File: src/rtl/ysyx_041514_clint_arb.sv
// Two-master arbiter in front of the CLINT timer registers (mtime / mtimecmp).
// Define YSYX_041514_CLINT_DBG_PORT_EN to arbitrate the debug port m1; otherwise only m0 is served.
module ysyx_041514_clint_arb #(
    parameter int unsigned          ADDR_W        = 32,
    parameter int unsigned          XLEN          = 64,
    parameter logic [ADDR_W-1:0]    MTIME_ADDR    = 32'h0200_BFF8,
    parameter logic [ADDR_W-1:0]    MTIMECMP_ADDR = 32'h0200_4000
) (
    input  logic              clk,
    input  logic              rst,

    input  logic              m0_req_valid_i,
    output logic              m0_req_ready_o,
    input  logic              m0_we_i,
    input  logic [ADDR_W-1:0] m0_addr_i,
    input  logic [XLEN-1:0]   m0_wdata_i,
    output logic              m0_resp_valid_o,
    input  logic              m0_resp_ready_i,
    output logic [XLEN-1:0]   m0_resp_data_o,
    output logic              m0_resp_err_o,

    input  logic              m1_req_valid_i,
    output logic              m1_req_ready_o,
    input  logic              m1_we_i,
    input  logic [ADDR_W-1:0] m1_addr_i,
    input  logic [XLEN-1:0]   m1_wdata_i,
    output logic              m1_resp_valid_o,
    input  logic              m1_resp_ready_i,
    output logic [XLEN-1:0]   m1_resp_data_o,
    output logic              m1_resp_err_o,

    output logic [ADDR_W-1:0] mtime_addr_o,
    output logic              mtime_write_valid_o,
    output logic [XLEN-1:0]   mtime_wdata_o,
    input  logic [XLEN-1:0]   mtime_rdata_i,
    input  logic              mtime_ge_mtime_i,
    output logic              mtip_o
);

    typedef enum logic [1:0] {StIdle, StAccess, StResp} state_e;

    state_e            state_q, state_d;
    logic              id_q, id_d;
    logic              we_q, we_d;
    logic [ADDR_W-1:0] addr_q, addr_d;
    logic [XLEN-1:0]   wdata_q, wdata_d;
    logic [XLEN-1:0]   data_q, data_d;
    logic              err_q, err_d;
    logic              prio_q, prio_d;
    logic              mtip_q;

    logic m1_valid, m1_rready;
    logic gnt0, gnt1, hit, owner_rready;

`ifdef YSYX_041514_CLINT_DBG_PORT_EN
    assign m1_valid  = m1_req_valid_i;
    assign m1_rready = m1_resp_ready_i;
`else
    logic unused_m1;
    assign m1_valid  = 1'b0;
    assign m1_rready = 1'b0;
    assign unused_m1 = m1_req_valid_i ^ m1_resp_ready_i;
`endif

    assign hit          = (addr_q == MTIME_ADDR) || (addr_q == MTIMECMP_ADDR);
    assign owner_rready = id_q ? m1_rready : m0_resp_ready_i;

    always_comb begin
        state_d = state_q;
        id_d    = id_q;
        we_d    = we_q;
        addr_d  = addr_q;
        wdata_d = wdata_q;
        data_d  = data_q;
        err_d   = err_q;
        prio_d  = prio_q;
        gnt0    = 1'b0;
        gnt1    = 1'b0;
        unique case (state_q)
            StIdle: begin
                // prio_q names the requester that wins a tie
                gnt0 = m0_req_valid_i && (!m1_valid || !prio_q);
                gnt1 = m1_valid && !gnt0;
                if (gnt0 || gnt1) begin
                    id_d    = gnt1;
                    we_d    = gnt1 ? m1_we_i : m0_we_i;
                    addr_d  = gnt1 ? m1_addr_i : m0_addr_i;
                    wdata_d = gnt1 ? m1_wdata_i : m0_wdata_i;
                    prio_d  = !gnt1;
                    state_d = StAccess;
                end
            end
            StAccess: begin
                data_d  = (hit && !we_q) ? mtime_rdata_i : '0;
                err_d   = !hit;
                state_d = StResp;
            end
            StResp: begin
                if (owner_rready) state_d = StIdle;
            end
            default: state_d = StIdle;
        endcase
    end

    always_ff @(posedge clk or posedge rst) begin
        if (rst) begin
            state_q <= StIdle;
            id_q    <= 1'b0;
            we_q    <= 1'b0;
            addr_q  <= '0;
            wdata_q <= '0;
            data_q  <= '0;
            err_q   <= 1'b0;
            prio_q  <= 1'b0;
            mtip_q  <= 1'b0;
        end else begin
            state_q <= state_d;
            id_q    <= id_d;
            we_q    <= we_d;
            addr_q  <= addr_d;
            wdata_q <= wdata_d;
            data_q  <= data_d;
            err_q   <= err_d;
            prio_q  <= prio_d;
            mtip_q  <= mtime_ge_mtime_i;
        end
    end

    assign mtip_o              = mtip_q;
    assign mtime_addr_o        = (state_q == StAccess) ? addr_q : '0;
    assign mtime_wdata_o       = (state_q == StAccess) ? wdata_q : '0;
    assign mtime_write_valid_o = (state_q == StAccess) && we_q && hit && !rst;

    assign m0_req_ready_o  = gnt0 && !rst;
    assign m0_resp_valid_o = (state_q == StResp) && !id_q;
    assign m0_resp_data_o  = m0_resp_valid_o ? data_q : '0;
    assign m0_resp_err_o   = m0_resp_valid_o && err_q;

`ifdef YSYX_041514_CLINT_DBG_PORT_EN
    assign m1_req_ready_o  = gnt1 && !rst;
    assign m1_resp_valid_o = (state_q == StResp) && id_q;
    assign m1_resp_data_o  = m1_resp_valid_o ? data_q : '0;
    assign m1_resp_err_o   = m1_resp_valid_o && err_q;
`else
    assign m1_req_ready_o  = 1'b0;
    assign m1_resp_valid_o = 1'b0;
    assign m1_resp_data_o  = '0;
    assign m1_resp_err_o   = 1'b0;
`endif

endmodule

File: config.mk
export PLATFORM = sky130hd
export DESIGN_NAME = ysyx_041514_clint_arb
export DESIGN_NICKNAME = d
export VERILOG_FILES = /design/src/rtl/ysyx_041514_clint_arb.sv
export SDC_FILE = /design/constraint.sdc
export NUM_CORES = 1
export LEC_CHECK = 0
export BUFFER_PORTS_ARGS = -buffer_cell sky130_fd_sc_hd__buf_2
export CORE_AREA = 2 2 196 198
export CTS_CLUSTER_DIAMETER = 100
export DETAILED_ROUTE_END_ITERATION = 10
export DIE_AREA = 0 0 198 200
export HOLD_SLACK_MARGIN = 0.05
export PLACE_DENSITY = 0.55
export RECOVER_POWER = 50
export SYNTH_ARGS = -nofsm -noshare
export SYNTH_HDL_FRONTEND = slang
export SYNTH_SLANG_ARGS = --single-unit
export TNS_END_PERCENT = 100
File: constraint.sdc
create_clock -name clk -period 7.7 [get_ports clk]
set_clock_uncertainty 0.1 [all_clocks]
set_input_delay 0.77 -clock clk [delete_from_list [all_inputs] [get_ports clk]]
set_output_delay 0.77 -clock clk [all_outputs]
set_load 0.03 [all_outputs]
==> metrics.md <==
| Metric | Value |
|---|---|
| Vias per inst | 3.85 |
| Row Count | 71 |
| Largest net degree at the start of global routing | 97 |
| Setup_tns | 0 ns |
| Wirelength per Cell | 15.1 microns |
| Main combinational cell family by area after synthesis | simple AND/OR/NAND/NOR gates |
| Critical Path Start | rst |
| Clk buf depth | 2 |
| R2R Path Start | state_q[1]$_DFFE_PP0P_ |
| Met3 WL | 2.02 mm |
| M1 wire length | 9.16 mm |
| Top Layer Used | met5 |
| Initial antenna violation count | 1 |
| Xor/xnor cell area share of the yosys netlist | 0 |
| Worst path max stage delay | 2.19 ns |
| Post-synthesis cell type count | 28 |
| First-pass GRT wire length | 31.7 mm |
| CP Class | in -> async |
| CP bufs+invs | 3 |
| Area share of fa/ha/maj cells after synthesis | 0 |
| Layout cell share with drive strength beyond 1 | 0.546 |
| # setup viols final | 0 |
| Synth Area per Inst | roughly 12 sq um |
| CP endpoint kind | async pin |
| VDD IR max | between 0.15 and 0.2 mV |
| I/O Buffers | 330 |
| Clk sink count | 165 |
| DRC | 0 |
| Synth async-reset ratio | 1.00 |
| Initial core utilization | 0.208 |
| Mux cell area share after synthesis | 0.140 |
| CP required | 7.47 ns |
| Max-Cap Viols | 4 |
| Core area | between 30000 and 40000 sq um |
| CTS tree | built |
| CP max FO | 60 |
| Reg clk slew, reported paths | 0.06 ns |
| Min Tclk post-route | about 3.9 ns |
| Worst hold margin | ~0.3 ns |
| P&R area growth vs syn | 31.4% |
| Final hold violations | 0 |
| Overall routing resource usage | 0.108 |
| Post CTS Setup Buffer Count | 0 |
| Resize count post-CTS | 0 |
| Final critical-path share of the clock period | 0.504 |
| Register bit count reported by yosys | about 170 |
| Final Max Tran Viols | 212 |
| RSZ-0062 raised after global routing | false |
| DR pass1 iterations | 4 |
| Min-delay worst type | in -> async |
| Power per cell area | 331 nW/um^2 |
| Post-DP HPWL | 15.3 mm |
| Post-route ant nets | 0 |
| Internal reg-to-reg setup slack | 4.06 ns |
| Routed wire length | 22.1 mm |
| GRT overflow | 0 |
| Crit-path leading delay family | buffers and inverters |
| Status | finished, violations left |
| Worst-margin pin slew | 3.30 ns |
| Top_reg_cell synth | dfrtp_1 |
| Total number of vias | 5635 |
| Clk_lat worst skew | between 0.4 and 0.5 ns |
| Post-Synth Simple-Gate Area | 0.151 |
| Root buffer cell | clkbuf_16 |
| CP Launch Type | primary input |
| Fmax | 0.258 GHz |
| CP max stage cell | clkbuf_1 |
| First DRT Iteration DRCs | between 100 and 150 |
| Synth warnings | 0 |
| Crit path cell chain | clkbuf_1 > inv_6 > clkbuf_1 |
| Number of global-route vias before repair | 5580 |
| Met2 wire len | 10.4 mm |
| Compound-Gate Fraction of Synth Area | 0.0856 |
| TritonCTS Buffers | 17 |
| Critical Path Most Common Cell | clkbuf_1 |
| Slew HR | -1.20 |
| Post-synth EDFFs | 0 |
| Fillers | 3932 |
| Horiz. Die Dim | 198 microns |
| Syn Inst Count | between 600 and 700 |
| Register area share after synthesis | 0.530 |
| Die area | 39600 sq um |
| Violated checks | max-capacitance violations, max-slew violations |
| Die height | 200 microns |
| Cell area after synthesis | 7790 sq um |
| Placer congestion estimate | 0.714 |
| Crit path DAT | approximately 3.7 ns |
| P_leak | between 5 and 6 nW |
| I/O pin total | 497 |
| Htree depth | 4 |
| NumNets Final | about 1200 |
| CTS Hold Bufs | 0 |
==> kinds of logic after synthesis <==
kind of cell,after synthesis
and+or+nand+nor,188
AOI/OAI and AO/OA,66
muxes,97
DFF,165
other,1
buffers and inverters,109
==> registers in the layout, indices dropped and copies added (netlist names) <==
signal,cells
addr_q,32
data_q,64
err_q,1
mtip_o,1
state_q,2
wdata_q,64
we_q,1
==> worst paths after layout <==
kind | to | cells past startpoint
max | data_q[32]$_DFFE_PP0N_ | 3
min | data_q[50]$_DFFE_PP0N_ | 2
max reg2reg | we_q$_DFFE_PP0P_ | 4
min reg2reg | data_q[22]$_DFFE_PP0N_ | 1
max in group clk | m0_req_ready_o | 4
min in group clk | mtip_o$_DFF_PP0_ | 1
==> cell type report <==
| type | count | area [sq um] | share of cell area |
|---|---|---|---|
| Clock buffer | 20 | 457 | 0.0446 |
| Antenna cell | 1 | 2.50 | 0.000245 |
| Inverter | 1 | 8.76 | 0.000856 |
| Tap cell | 511 | 639 | 0.0625 |
| Multi-Input combinational cell | 418 | 3200 | 0.313 |
| Timing Repair Buffer | 338 | 1690 | 0.165 |
| Sequential cell | 165 | 4130 | 0.404 |
| Clock inverter | 10 | 98.8 | 0.00966 |
==> cells in the mapped netlist, types with 2 or more instances <==
master    count  area [sq um]
a22o_1        9          78.8
a22o_2       55           551
and2_1      160          1000
and2_2        2          15.0
buf_4        67           503
buf_6         7          78.8
clkbuf_1     32           120
dfrtp_1     165          4130
mux2_2       97          1090
nand2_1       4          15.0
nand2b_1      2          12.5
nand4_1       3          18.8
nor2_1        2          7.51
nor2b_1       2          12.5
nor4_1        6          37.5
==> worst reg2reg max path, stage by stage, from the launching register on <==
cell	delay, ns
dfrtp_1	0.44
nor3b_1	0.21
clkbuf_1	1.40
buf_4	0.87
mux2_2	0.52
==> report_power, final <==
part | total [mW] | switching, mW | leakage, nW | internal (mW)
combinational | 1.25 | 0.768 | 2.90 | 0.485
sequential | 1.30 | 0.165 | 2.07 | 1.13
clock | 0.838 | 0.377 | 0.257 | 0.461
==> metrics by stage <==
step / util / power, mW / setup slack [ns] / area [sq um] / cells
final: 0.274 / 3.39 / 3.82 / 10200 / 1464
after global placement: 0.259 / 2.57 / 4.66 / 9700 / 1433
after floorplan: - / 2.22 / 1.49 / 8040 / 692
after detailed placement: 0.259 / 2.59 / 4.62 / 9700 / 1433
after CTS: 0.274 / 3.46 / 4.17 / 10300 / 1463
after global routing: 0.273 / 3.59 / 3.05 / 10200 / 1463
==> placed cells by master (no fill, tap or decap), types with 3 or more instances in the layout <==
| cell | n |
|---|---|
| buf_2 | 327 |
| dfrtp_1 | 165 |
| and2_1 | 160 |
| mux2_2 | 97 |
| conb_1 | 67 |
| a22o_2 | 55 |
| clkbuf_16 | 17 |
| a22o_1 | 9 |
| clkbuf_1 | 8 |
| nor4_1 | 6 |
| clkinvlp_4 | 5 |
| nand2_1 | 4 |
| inv_6 | 4 |
| buf_4 | 4 |
| nand4_1 | 3 |
==> per-layer routing <==
metal	up-vias	track usage
li1	2625	-
met1	2720	0.120
met2	265	0.181
met3	23	0.0477
met4	2	0.0451
met5	-	0
Power figures use the tool's default switching activity.
